[config.mk]
export PLATFORM = sky130hd
export DESIGN_NAME = fetch_unit_flat
export DESIGN_NICKNAME = d
export VERILOG_FILES = /design/src/rtl/cpu_pkg.sv /design/src/rtl/fetch_unit_if.sv /design/src/rtl/npc.sv /design/src/rtl/fetch_unit.sv /design/src/flat_wrapper.sv
export SDC_FILE = /design/constraint.sdc
export NUM_CORES = 1
export LEC_CHECK = 0
export BUFFER_PORTS_ARGS = -buffer_cell sky130_fd_sc_hd__buf_2
export CORE_UTILIZATION = 40
export DETAILED_ROUTE_END_ITERATION = 12
export PLACE_DENSITY = 0.69
export SKIP_CTS_REPAIR_TIMING = 1
export SYNTH_ARGS = -nofsm -noshare
export SYNTH_HDL_FRONTEND = slang
export SYNTH_SLANG_ARGS = --single-unit
[constraint.sdc]
create_clock -name clk -period 3.4 [get_ports clk]
set_clock_uncertainty 0.15 [all_clocks]
set_input_delay 0.34 -clock clk [delete_from_list [all_inputs] [get_ports clk]]
set_output_delay 0.34 -clock clk [all_outputs]
set_load 0.03 [all_outputs]
[src/rtl/cpu_pkg.sv]
// Shared CPU definitions: next-PC select codes, fetch state encoding and reset PC.
package cpu_pkg;

    localparam logic [1:0] NPC_PLUS4  = 2'b00;
    localparam logic [1:0] NPC_BRANCH = 2'b01;
    localparam logic [1:0] NPC_JUMP   = 2'b10;
    localparam logic [1:0] NPC_JR     = 2'b11;

    localparam logic [31:0] DEFAULT_RESET_PC = 32'h0000_3000;

    typedef enum logic [1:0] {
        ST_IDLE  = 2'd0,
        ST_FETCH = 2'd1,
        ST_ISSUE = 2'd2
    } fetch_state_t;

endpackage

[src/rtl/fetch_unit_if.sv]
// Instruction-memory request/acknowledge bus between the fetch stage and memory.
interface fetch_unit_if;
    logic        imem_req;
    logic [31:0] imem_addr;
    logic        imem_ack;
    logic [31:0] imem_rdata;

    modport master (output imem_req, output imem_addr, input imem_ack, input imem_rdata);
    modport slave  (input imem_req, input imem_addr, output imem_ack, output imem_rdata);
endinterface

[src/rtl/npc.sv]
// Combinational next-PC selector: sequential, taken branch, jump and register jump.
module npc
    import cpu_pkg::*;
(
    input  logic [31:0] pc,
    input  logic [25:0] instr_idx,
    input  logic [31:0] rs_data,
    input  logic [1:0]  npc_op,
    output logic [31:0] next_pc,
    output logic        misalign
);
    logic [31:0] seq_pc;
    logic [31:0] br_off;

    assign seq_pc = pc + 32'd4;
    assign br_off = {{14{instr_idx[15]}}, instr_idx[15:0], 2'b00};

    always_comb begin
        next_pc  = seq_pc;
        misalign = 1'b0;
        case (npc_op)
            NPC_PLUS4:  next_pc = seq_pc;
            NPC_BRANCH: next_pc = seq_pc + br_off;
            NPC_JUMP:   next_pc = {seq_pc[31:28], instr_idx, 2'b00};
            NPC_JR: begin
                // Low bits are dropped so the PC stays aligned; the error is reported instead.
                next_pc  = {rs_data[31:2], 2'b00};
                misalign = |rs_data[1:0];
            end
            default:    next_pc = seq_pc;
        endcase
    end
endmodule

[src/rtl/fetch_unit.sv]
// Fetch stage: owns the PC, fetches over req/ack, holds the instruction until executed.
module fetch_unit
    import cpu_pkg::*;
#(
    parameter logic [31:0] RESET_PC = DEFAULT_RESET_PC
) (
    input  logic         clk,
    input  logic         rstn,
    fetch_unit_if.master imem,
    output logic [31:0]  instr,
    output logic         instr_valid,
    output logic [31:0]  pc,
    output logic [31:0]  pc_plus4,
    input  logic         exec_done,
    input  logic [1:0]   npc_op,
    input  logic [31:0]  rs_data,
    output logic         align_err
);
    fetch_state_t state_reg, state_next;
    logic [31:0]  pc_reg, instr_reg;
    logic         align_err_reg;
    logic         fetch_accept, exec_accept;
    logic [31:0]  next_pc;
    logic         misalign;

    npc u_npc (
        .pc        (pc_reg),
        .instr_idx (instr_reg[25:0]),
        .rs_data   (rs_data),
        .npc_op    (npc_op),
        .next_pc   (next_pc),
        .misalign  (misalign)
    );

    always_ff @(posedge clk or negedge rstn) begin
        if (!rstn) begin
            state_reg <= ST_IDLE;
        end else begin
            state_reg <= state_next;
        end
    end

    // Request and valid come only from the state register, never from inputs.
    always_comb begin
        state_next   = state_reg;
        fetch_accept = 1'b0;
        exec_accept  = 1'b0;
        imem.imem_req = 1'b0;
        instr_valid  = 1'b0;
        case (state_reg)
            ST_IDLE:  state_next = ST_FETCH;
            ST_FETCH: begin
                imem.imem_req = 1'b1;
                if (imem.imem_ack) begin
                    fetch_accept = 1'b1;
                    state_next   = ST_ISSUE;
                end
            end
            ST_ISSUE: begin
                instr_valid = 1'b1;
                if (exec_done) begin
                    exec_accept = 1'b1;
                    state_next  = ST_FETCH;
                end
            end
            default:  state_next = ST_IDLE;
        endcase
    end

    always_ff @(posedge clk or negedge rstn) begin
        if (!rstn) begin
            pc_reg        <= RESET_PC;
            instr_reg     <= 32'd0;
            align_err_reg <= 1'b0;
        end else begin
            if (fetch_accept) begin
                instr_reg <= imem.imem_rdata;
            end
            if (exec_accept) begin
                pc_reg <= next_pc;
                if (misalign) begin
                    align_err_reg <= 1'b1;
                end
            end
        end
    end

    assign imem.imem_addr = pc_reg;
    assign pc             = pc_reg;
    assign pc_plus4       = pc_reg + 32'd4;
    assign instr          = instr_reg;
    assign align_err      = align_err_reg;
endmodule

[src/flat_wrapper.sv]
// flat-port wrapper written by rule: the top's interface ports become plain ports
module fetch_unit_flat import cpu_pkg::*;
#(
    parameter logic [31:0] RESET_PC = DEFAULT_RESET_PC
)
  (clk, rstn, instr, instr_valid, pc, pc_plus4, exec_done, npc_op, rs_data, align_err, imem_imem_req, imem_imem_addr, imem_imem_ack, imem_imem_rdata);
  fetch_unit_if imem_i ();
  input  logic clk;
  input  logic rstn;
  output logic [31:0] instr;
  output logic instr_valid;
  output logic [31:0] pc;
  output logic [31:0] pc_plus4;
  input  logic exec_done;
  input  logic [1:0] npc_op;
  input  logic [31:0] rs_data;
  output logic align_err;
  output wire logic [$bits(imem_i.imem_req)-1:0] imem_imem_req;
  output wire logic [$bits(imem_i.imem_addr)-1:0] imem_imem_addr;
  input wire logic [$bits(imem_i.imem_ack)-1:0] imem_imem_ack;
  input wire logic [$bits(imem_i.imem_rdata)-1:0] imem_imem_rdata;
  assign imem_imem_req = imem_i.imem_req;
  assign imem_imem_addr = imem_i.imem_addr;
  assign imem_i.imem_ack = imem_imem_ack;
  assign imem_i.imem_rdata = imem_imem_rdata;
  fetch_unit #(.RESET_PC(RESET_PC)) u_core (.clk(clk), .rstn(rstn), .imem(imem_i), .instr(instr), .instr_valid(instr_valid), .pc(pc), .pc_plus4(pc_plus4), .exec_done(exec_done), .npc_op(npc_op), .rs_data(rs_data), .align_err(align_err));
endmodule
=== Word level (Yosys, flattened, before mapping) ===
Index checks and enable logic that the tools add are counted.

* Register bits after elaboration: 67
* Input bits: 70

* Add/sub/neg operators: 2
* Equality and inequality tests: 7
* Mux-type cells: 11
* Reductions and logical operators: 5

{| class="wikitable"
|+ Operators by type and width
! cell !! number
|-
| $pmux W32 S4 || 1
|-
| $add A32 B3 Y32 const B || 1
|-
| $add A32 B32 Y32 || 1
|-
| $mux W1 || 7
|-
| $eq A2 B2 Y1 const B || 3
|-
| $pmux W2 S3 || 1
|-
| $eq A2 B1 Y1 const B || 2
|-
| $logic_not A2 Y1 || 2
|-
| $mux W2 || 2
|-
| $ne A2 B2 Y1 const B || 2
|-
| $reduce_and A2 Y1 || 2
|-
| $reduce_or A2 Y1 || 1
|}

=== Depth between registers and ports, before layout ===
Gate-level depths: netlist (run 1).

* Word-level depth: 3
* Gate-level depth with buffers: 16
* Depth with buffers taken out: 15

=== By module ===
Synthesis (run 1) repeated with hierarchy kept, for this count alone.

* Cells, all modules: 628
* Area, all modules: 6241.0 µm²

{| class="wikitable"
|+ Modules (own cells, without submodules)
! module !! times used !! cells each !! area each (µm²) !! sequential area each (µm²)
|-
| fetch_unit || 1 || 262 || 3328.2 || 1679.1
|-
| npc || 1 || 366 || 2912.8 || 0.0
|}

=== Worst setup path before layout (run 1) ===
No wires, ideal clock.

* Path type: register -> register
* Start point: reg u_core.pc_reg[4], in the netlist u_core.imem.imem_addr[4]
* End point: reg u_core.pc_reg[27], in the netlist u_core.imem.imem_addr[27]
* Setup time: 0.120 ns
* Data arrival time: 4.132 ns
* Slack: -1.002 ns
* Cell stages (with the launch flop): 16
* Clock period less this slack: 4.402 ns
* Cell sequence: dfrtp_1 -> buf_2 -> nand4_2 -> nor4_1 -> nand3_1 -> xnor2_1 -> ha_1 -> buf_2 -> nand2_1 -> o211ai_1 -> a21o_1 -> a21oi_1 -> a211o_1 -> a41oi_2 -> or3_2 -> a31o_1

* Longest elaborated chain between the ends: 3

{| class="wikitable"
|+ Ends and longest elaborated chain
! item !! RTL line !! source
|-
| start: declaration || fetch_unit.sv:20 || <nowiki>logic [31:0] pc_reg, instr_reg;</nowiki>
|-
| start signal: assignment || fetch_unit.sv:80 || <nowiki>pc_reg <= next_pc;</nowiki>
|-
| $add A32 B3 Y32 || - ||
|-
| named net pc_plus4[16] || flat_wrapper.sv:13 || <nowiki>output logic [31:0] pc_plus4;</nowiki>
|-
| $add A32 B32 Y32 || npc.sv:23 || <nowiki>NPC_BRANCH: next_pc = seq_pc + br_off;</nowiki>
|-
| $pmux W32 S4 || npc.sv:21 || <nowiki>case (npc_op)</nowiki>
|}

The timed path passes the listed nets, and every way through them passes these cells.
A chain may end at the register's enable or synchronous reset.

=== Worst setup path in the final report (run 1) ===
* Start point: reg u_core.pc_reg[11], in the netlist u_core.imem.imem_addr[11]
* End point: reg u_core.pc_reg[29], in the netlist u_core.imem.imem_addr[29]

* Longest elaborated chain between the ends: 3

{| class="wikitable"
|+ Ends and longest elaborated chain
! item !! RTL line !! source
|-
| $add A32 B3 Y32 * || npc.sv:15 || <nowiki>assign seq_pc = pc + 32'd4;</nowiki>
|-
| $add A32 B32 Y32 || npc.sv:23 ||
|-
| $pmux W32 S4 * || npc.sv:21 ||
|}

Mark *: on every way between the ends. The rest lies on a longest branch, timed or not.

==> results of run 1 <==
-- per-stage QoR --
| stage | area (um2) | std cells | util, % |
|---|---|---|---|
| after global routing | 8572 | 1106 | 61.28 |
| after detailed placement | 7834 | 1079 | 56.00 |
| after CTS | 8115 | 1095 | 58.01 |
| after global placement | 7834 | 1079 | 56.00 |
| final | 8572 | 1106 | 61.28 |
| after floorplan | 6107 | 647 | - |
-- per-layer routing --
layer  part of all wire, %  wire, um  up-vias
li1                      -         -     2870
met1                    42      8798     2932
met2                    47      9804      281
met3                   7.3      1517       48
met4                   3.3       684        0
met5                     0         0        -
-- worst reg2reg max path, delay by kind of cell, from the launching register on --
family | cells | cell delay (ns)
DFF | 1 | 0.36
buffers and inverters | 2 | 0.32
AOI/OAI and AO/OA | 3 | 0.86
and+or+nand+nor | 9 | 1.51
adders and majority gates | 1 | 0.27
xor gates and xnor gates | 1 | 0.10
-- how the worst min path moves through the flow --
stage,start,endpoint,slack (ns),cells after the start
after detailed placement,rstn,u_core.instr[1],0.22,1
after floorplan,rstn,u_core.align_err,-0.11,0
final,imem_imem_ack,u_core.state_reg[0],0.06,2
after CTS,rstn,u_core.instr[1],-0.15,1
after global routing,imem_imem_ack,u_core.state_reg[0],0.06,2
after global placement,rstn,u_core.instr[1],0.22,1
-- cells by family (layout without fill, tap and decap cells) --
kind of cell	Yosys count	count (layout)
DFF	65	65
adders and majority gates	36	36
buffers and inverters	82	361
other	1	6
muxes	66	66
and+or+nand+nor	201	201
AOI/OAI and AO/OA	146	146
xor gates and xnor gates	45	45
-- final cells by class --
cell class / instances / area [um2]
fillers: 1233 / 5416
inverters: 17 / 63.81
clock inverters: 4 / 45.04
repair buffers: 328 / 2017
flip-flops and latches: 65 / 1644
well taps: 180 / 225.2
multi-input cells: 500 / 4340
clock buffers: 12 / 236.5
-- cells in the final DEF (no fill, tap or decap), drive strengths merged, types with 6 or more instances in the layout --
cell type,count
mux2,34
nand2,72
nor3,7
a211oi,8
nand2b,7
conb,6
inv,16
o21a,8
mux2i,21
mux4,11
ha,35
nand3,24
buf,327
xor2,16
nor2,44
xnor2,29
a31oi,6
clkbuf,12
dfrtp,63
a21o,18
o21ai,22
nand4,14
a21oi,38
==> results.ini, run 1 <==
[status]
status = complete, but fails checks
failed_checks = negative setup slack

[floorplanning]
die_w_um = 122.4
initial_core_util_pct = 41.48
die_h_um = 122.4
die_area_um2 = 14990
num_io_pins = 201
row_count = 43
coreArea_um2 = 13990

[cells_and_area]
n_antenna_cell = 0
largest_reg_flops = 32
area_growth_pct = 47.75
final_nets = 1027
drive_above_1_share_pct = 52.59

[sta]
whs_ns = 0.06281
hold_violations = 0
finalCriticalPeriod_ns = 3.674
fmax_mhz = 272.2
fin_setup_tns_ns = -1.046
grt_setup_unrepaired = yes
finalMaxSlewViolations = 0
slew_headroom_pct = 47.92
timing.final.crit_share_pct = 108.1
postLayoutSetupSlackWorst_ns = -0.2741
worst_pin_slew_ns = 0.7783
setup_viol = 7

[placement]
place_ws_ns = -0.1874
gp_congestion = 0.9643
dp_hpwl_um = 15680
io_buffers = 194

[setup_path]
r2r_slack_ns = -0.27
crit_path_cell_trace = nand4_1 > buf_4 > nor2_4 > nand4_1 > or2_4 > nor2_4 > xor2_4 > ha_4 > nand4_1 > or4_1 > o21a_1 > a211o_4 > buf_4 > nand2_2 > nand4_1 > a41o_1
critPathLaunchType = register
path_delay_family = simple AND/OR/NAND/NOR gates
worstSetupStartpoint = u_core.imem.imem_addr[11]
crit_path_end = u_core.imem.imem_addr[29]
critical_path_class = reg2reg
cp.buffers_inverters = 2
crit_arrival_ns = 3.75
cp_num_cells = 16
slowest_delay_ns = 0.41
rr_worst_depth = 16
r2r_end = u_core.imem.imem_addr[29]
cpMaxStageDelayCell = or4_1
required_ns = 3.47
crit_fanout = 4
end_kind = register
cpMostUsedCell = nand4_1
reg2reg_from = u_core.imem.imem_addr[11]

[clocking]
cts-root-buf = clkbuf_16
cts_buffers = 9
cts_tree = yes
cts.path.max_buffers = 2
ctsHtreeMaxLevel = 3
clkLatencyLatePin_ns = 0.34
clkSinkCount = 65
clk_pin_slew_ns = 0.06

[route]
ant_nets = 0
drc = 0
viasPerCell = 5.543
first_pass_iters = 5
drt-initial-drc-count = 440
wl_per_cell_um = 18.81
num_vias = 6131
wl_um = 20800

[global_routing]
grt_start_max_net_pins = 26
use_met1_pct = 36.42
grt-busiest-layer = met2
grt_pass1_vias = 5803
grt_use_total_pct = 27.41
grtUsageMet3_pct = 5.251
antenna_found_initial = 0
use_met2_pct = 43.08
grt_pass1_wl_um = 30750
grt-ovfl-total = 0

[synth]
synth_cell_type_count = 76
ys_seq_area_share_pct = 28.08
async_flop_share_pct = 100.0
yosysTopAreaCell = dfrtp_1
synth-seq-cells = 65
yosys.area_share.simple_pct = 17.08
synthCells = 642
synth_mux_area_share_pct = 14.49
yosysTopAreaCellShare_pct = 27.17
synth-xor-area-share_pct = 6.793
synth_compound_area_share_pct = 17.83
synth_area_per_cell_um2 = 9.037
syn_area_um2 = 5802
synth_top_family_by_area = compound AO/OA/AOI/OAI gates
synthAdderAreaFrac_pct = 7.893
netlist_top_cells_area = dfrtp_1 27%, ha_1 7.5%, mux2_2 6.6%
synth_edf_count = 0
synth.most_common_cell = nand2_1
synthTopCellsByCount = 71 x nand2_1, 63 x dfrtp_1, 43 x nor2_1
yosysWarnings = 0
synth_ff_type = dfrtp_1

[worst_hold_path]
min_path_type = in2reg

[flow_run]
drv_cap = 0

Power of run 1 is left out: the tool's default activity adds up to more than one toggle a clock period on the data nets, which glitch-free logic cannot reach.
==> run 2: changes to the inputs <==
--- a/config.mk
+++ b/config.mk
@@ -5,10 +5,12 @@
 export SDC_FILE = /design/constraint.sdc
 export NUM_CORES = 1
 export LEC_CHECK = 0
+export ABC_AREA = 1
 export BUFFER_PORTS_ARGS = -buffer_cell sky130_fd_sc_hd__buf_2
 export CORE_UTILIZATION = 40
 export DETAILED_ROUTE_END_ITERATION = 12
-export PLACE_DENSITY = 0.69
+export PLACE_DENSITY = 0.68
+export SETUP_SLACK_MARGIN = 0.5
 export SKIP_CTS_REPAIR_TIMING = 1
 export SYNTH_ARGS = -nofsm -noshare
 export SYNTH_HDL_FRONTEND = slang
==> run 2 against run 1 <==
  * The flow now finishes without violations
  * Flip-flop and latch count is the same
  * Non-clock buffer count fell by 34
  * First-iteration DRC count rose by 62%
  * Register-to-register slack better by 0.45 ns
  * Global-route usage grew 2.6 points
  * Cell count is 27% higher
  * Worst hold slack lost 0.027 ns
  * Setup slack better by 0.45 ns
  * Critical path depth rose by 4
==> results.ini, run 2 <==
[synth]
synth.most_common_cell = nand2_1
synth_area_per_cell_um2 = 6.532
yosysWarnings = 0
yosysTopAreaCell = dfrtp_1
synth-xor-area-share_pct = 3.223
synthCells = 957
synth_edf_count = 0
yosysTopAreaCellShare_pct = 25.22
ys_seq_area_share_pct = 26.06
synth_top_family_by_area = simple AND/OR/NAND/NOR gates
yosys.area_share.simple_pct = 33.65
synthAdderAreaFrac_pct = 7.326
synth_ff_type = dfrtp_1
synth_cell_type_count = 36
async_flop_share_pct = 100.0
synth_compound_area_share_pct = 12.05
synth_mux_area_share_pct = 5.404
synthTopCellsByCount = 305 x nand2_1, 108 x inv_1, 89 x nor2_1
netlist_top_cells_area = dfrtp_1 25%, nand2_1 18%, ha_1 7.0%
syn_area_um2 = 6251
synth-seq-cells = 65

[sta]
grt_setup_unrepaired = yes
worst_pin_slew_ns = 0.9293
timing.final.crit_share_pct = 94.91
slew_headroom_pct = 38.05
finalMaxSlewViolations = 0
hold_violations = 0
fmax_mhz = 309.9
finalCriticalPeriod_ns = 3.227
setup_viol = 0
whs_ns = 0.03623

[route]
wl_per_cell_um = 18.59
first_pass_iters = 5
wl_um = 26080
viasPerCell = 5.485
drc = 0
ant_nets = 0
drt-initial-drc-count = 712
num_vias = 7696

[clocking]
cts_tree = yes
cts.path.max_buffers = 2
clkLatencyLatePin_ns = 0.35
ctsHtreeMaxLevel = 3
clkSinkCount = 65
cts-root-buf = clkbuf_16
clk_pin_slew_ns = 0.06
cts_buffers = 9

[placement]
post-place-cells = 1331
dp_hpwl_um = 19010
gp_congestion = 1.045
io_buffers = 194
place_area_um2 = 7691

[floorplanning]
die_area_um2 = 16130
num_io_pins = 201
initial_core_util_pct = 41.12
die_w_um = 127.0
die_h_um = 127.0
row_count = 45
coreArea_um2 = 15200

[cells_and_area]
final_util_pct = 63.89
most-common-layout-cells = 242 x nand2_1, 193 x buf_2, 88 x buf_4, 81 x inv_1, 57 x nor2_1
final_nets = 1316
largest_reg_flops = 32
fill_cells = 1312
area_growth_pct = 55.38
stdcell_count = 1403
drive_above_1_share_pct = 50.29
n_antenna_cell = 0
final_common_cell = nand2_1
stdcell_area_um2 = 9713

[global_routing]
grt_start_max_net_pins = 35
grt_pass1_vias = 6677
grt_pass1_wl_um = 36710
grt_use_total_pct = 30.05
antenna_found_initial = 0
grt-ovfl-total = 0

[setup_path]
critPathLaunchType = register
critical_path_class = reg2reg
required_ns = 3.49
r2r_end = u_core.imem.imem_addr[21]
end_kind = register
reg2reg_from = u_core.imem.imem_addr[3]
rr_worst_depth = 20
r2r_slack_ns = 0.17
crit_arrival_ns = 3.31
crit_fanout = 4

[status]
status = complete, no violations

[worst_hold_path]
holdCritStartpoint = imem_imem_ack
min_to = u_core.state_reg[0]
whs_path_depth = 2
min_path_type = in2reg

[flow_run]
drv_cap = 0

==> run 2: changes by cell type in the layout (fill, tap and decap cells not counted), sizes merged, moves of 6 or more <==
cell / change
nand3: +31
nor2: +53
mux2i: -21
mux4: -11
o21ai: +19
a21o: -16
xnor2: -23
buf: -35
a21oi: +22
o21a: -8
nand2b: -7
nand2: +240
a21boi: +6
inv: +94
==> run 2: stage by stage <==
step	setup TNS [ns]	worst slack [ns]
global route	0	0.07855
finish	0	0.1730
global placement	-0.3302	-0.1918
floorplan	0	0.3701
detailed placement	-0.2862	-0.1456
CTS	-0.3580	-0.1712
==> run 2: cell type report <==
class / instances / area [um2] / share of cell area (%)
timing repair buffer: 294 / 1794 / 18.47
clock inverter: 5 / 62.56 / 0.6441
inverter: 109 / 416.7 / 4.290
multi-input combinational: 731 / 5304 / 54.61
sequential: 65 / 1648 / 16.97
tap: 188 / 235.2 / 2.422
clock buffer: 11 / 252.7 / 2.602
==> run 2: worst max path at each step <==
| stage | start | to | slack [ns] | depth (start not counted) |
|---|---|---|---|---|
| after CTS | u_core.imem.imem_addr[8] | u_core.imem.imem_addr[21] | -0.17 | 20 |
| after floorplan | u_core.imem.imem_addr[2] | u_core.imem.imem_addr[31] | 0.37 | 21 |
| after detailed placement | u_core.imem.imem_addr[7] | u_core.imem.imem_addr[21] | -0.15 | 20 |
| after global routing | u_core.imem.imem_addr[13] | u_core.imem.imem_addr[28] | 0.08 | 18 |
| after global placement | u_core.imem.imem_addr[12] | u_core.imem.imem_addr[30] | -0.19 | 19 |
| final | u_core.imem.imem_addr[3] | u_core.imem.imem_addr[21] | 0.17 | 20 |
==> run 2: metal layers <==
layer	up-vias	GRT usage (%)	part of all wire, %
met3	89	5.695	9.2
met4	0	12.32	4.5
met2	452	46.57	46
li1	3573	-	-
met1	3582	41.15	41
met5	-	0	0
==> run 2: cells by family (layout without fill, tap and decap cells) <==
logic type | Yosys count | count (layout)
other | 1 | 6
buffers and inverters | 166 | 419
adders and majority gates | 36 | 36
AOI/OAI and AO/OA | 134 | 134
and+or+nand+nor | 502 | 502
muxes | 30 | 30
DFF | 65 | 65
xor gates and xnor gates | 23 | 23
==> run 2: worst max-delay path, cell delays in order (launching register included) <==
cell,delay [ns]
dfrtp_2,0.44
ha_4,0.16
inv_4,0.03
nor3_4,0.23
nand2_2,0.10
nor2_4,0.13
nand4_1,0.18
xor2_2,0.23
inv_2,0.10
ha_4,0.34
nand2_4,0.09
nor2_4,0.11
inv_2,0.06
nor2_4,0.13
nand4_1,0.18
nand3_1,0.12
nand2_1,0.07
nand3_2,0.07
o21ai_1,0.07
nand2_1,0.06
nand2_1,0.05
Power of run 2 is left out for the same reason.
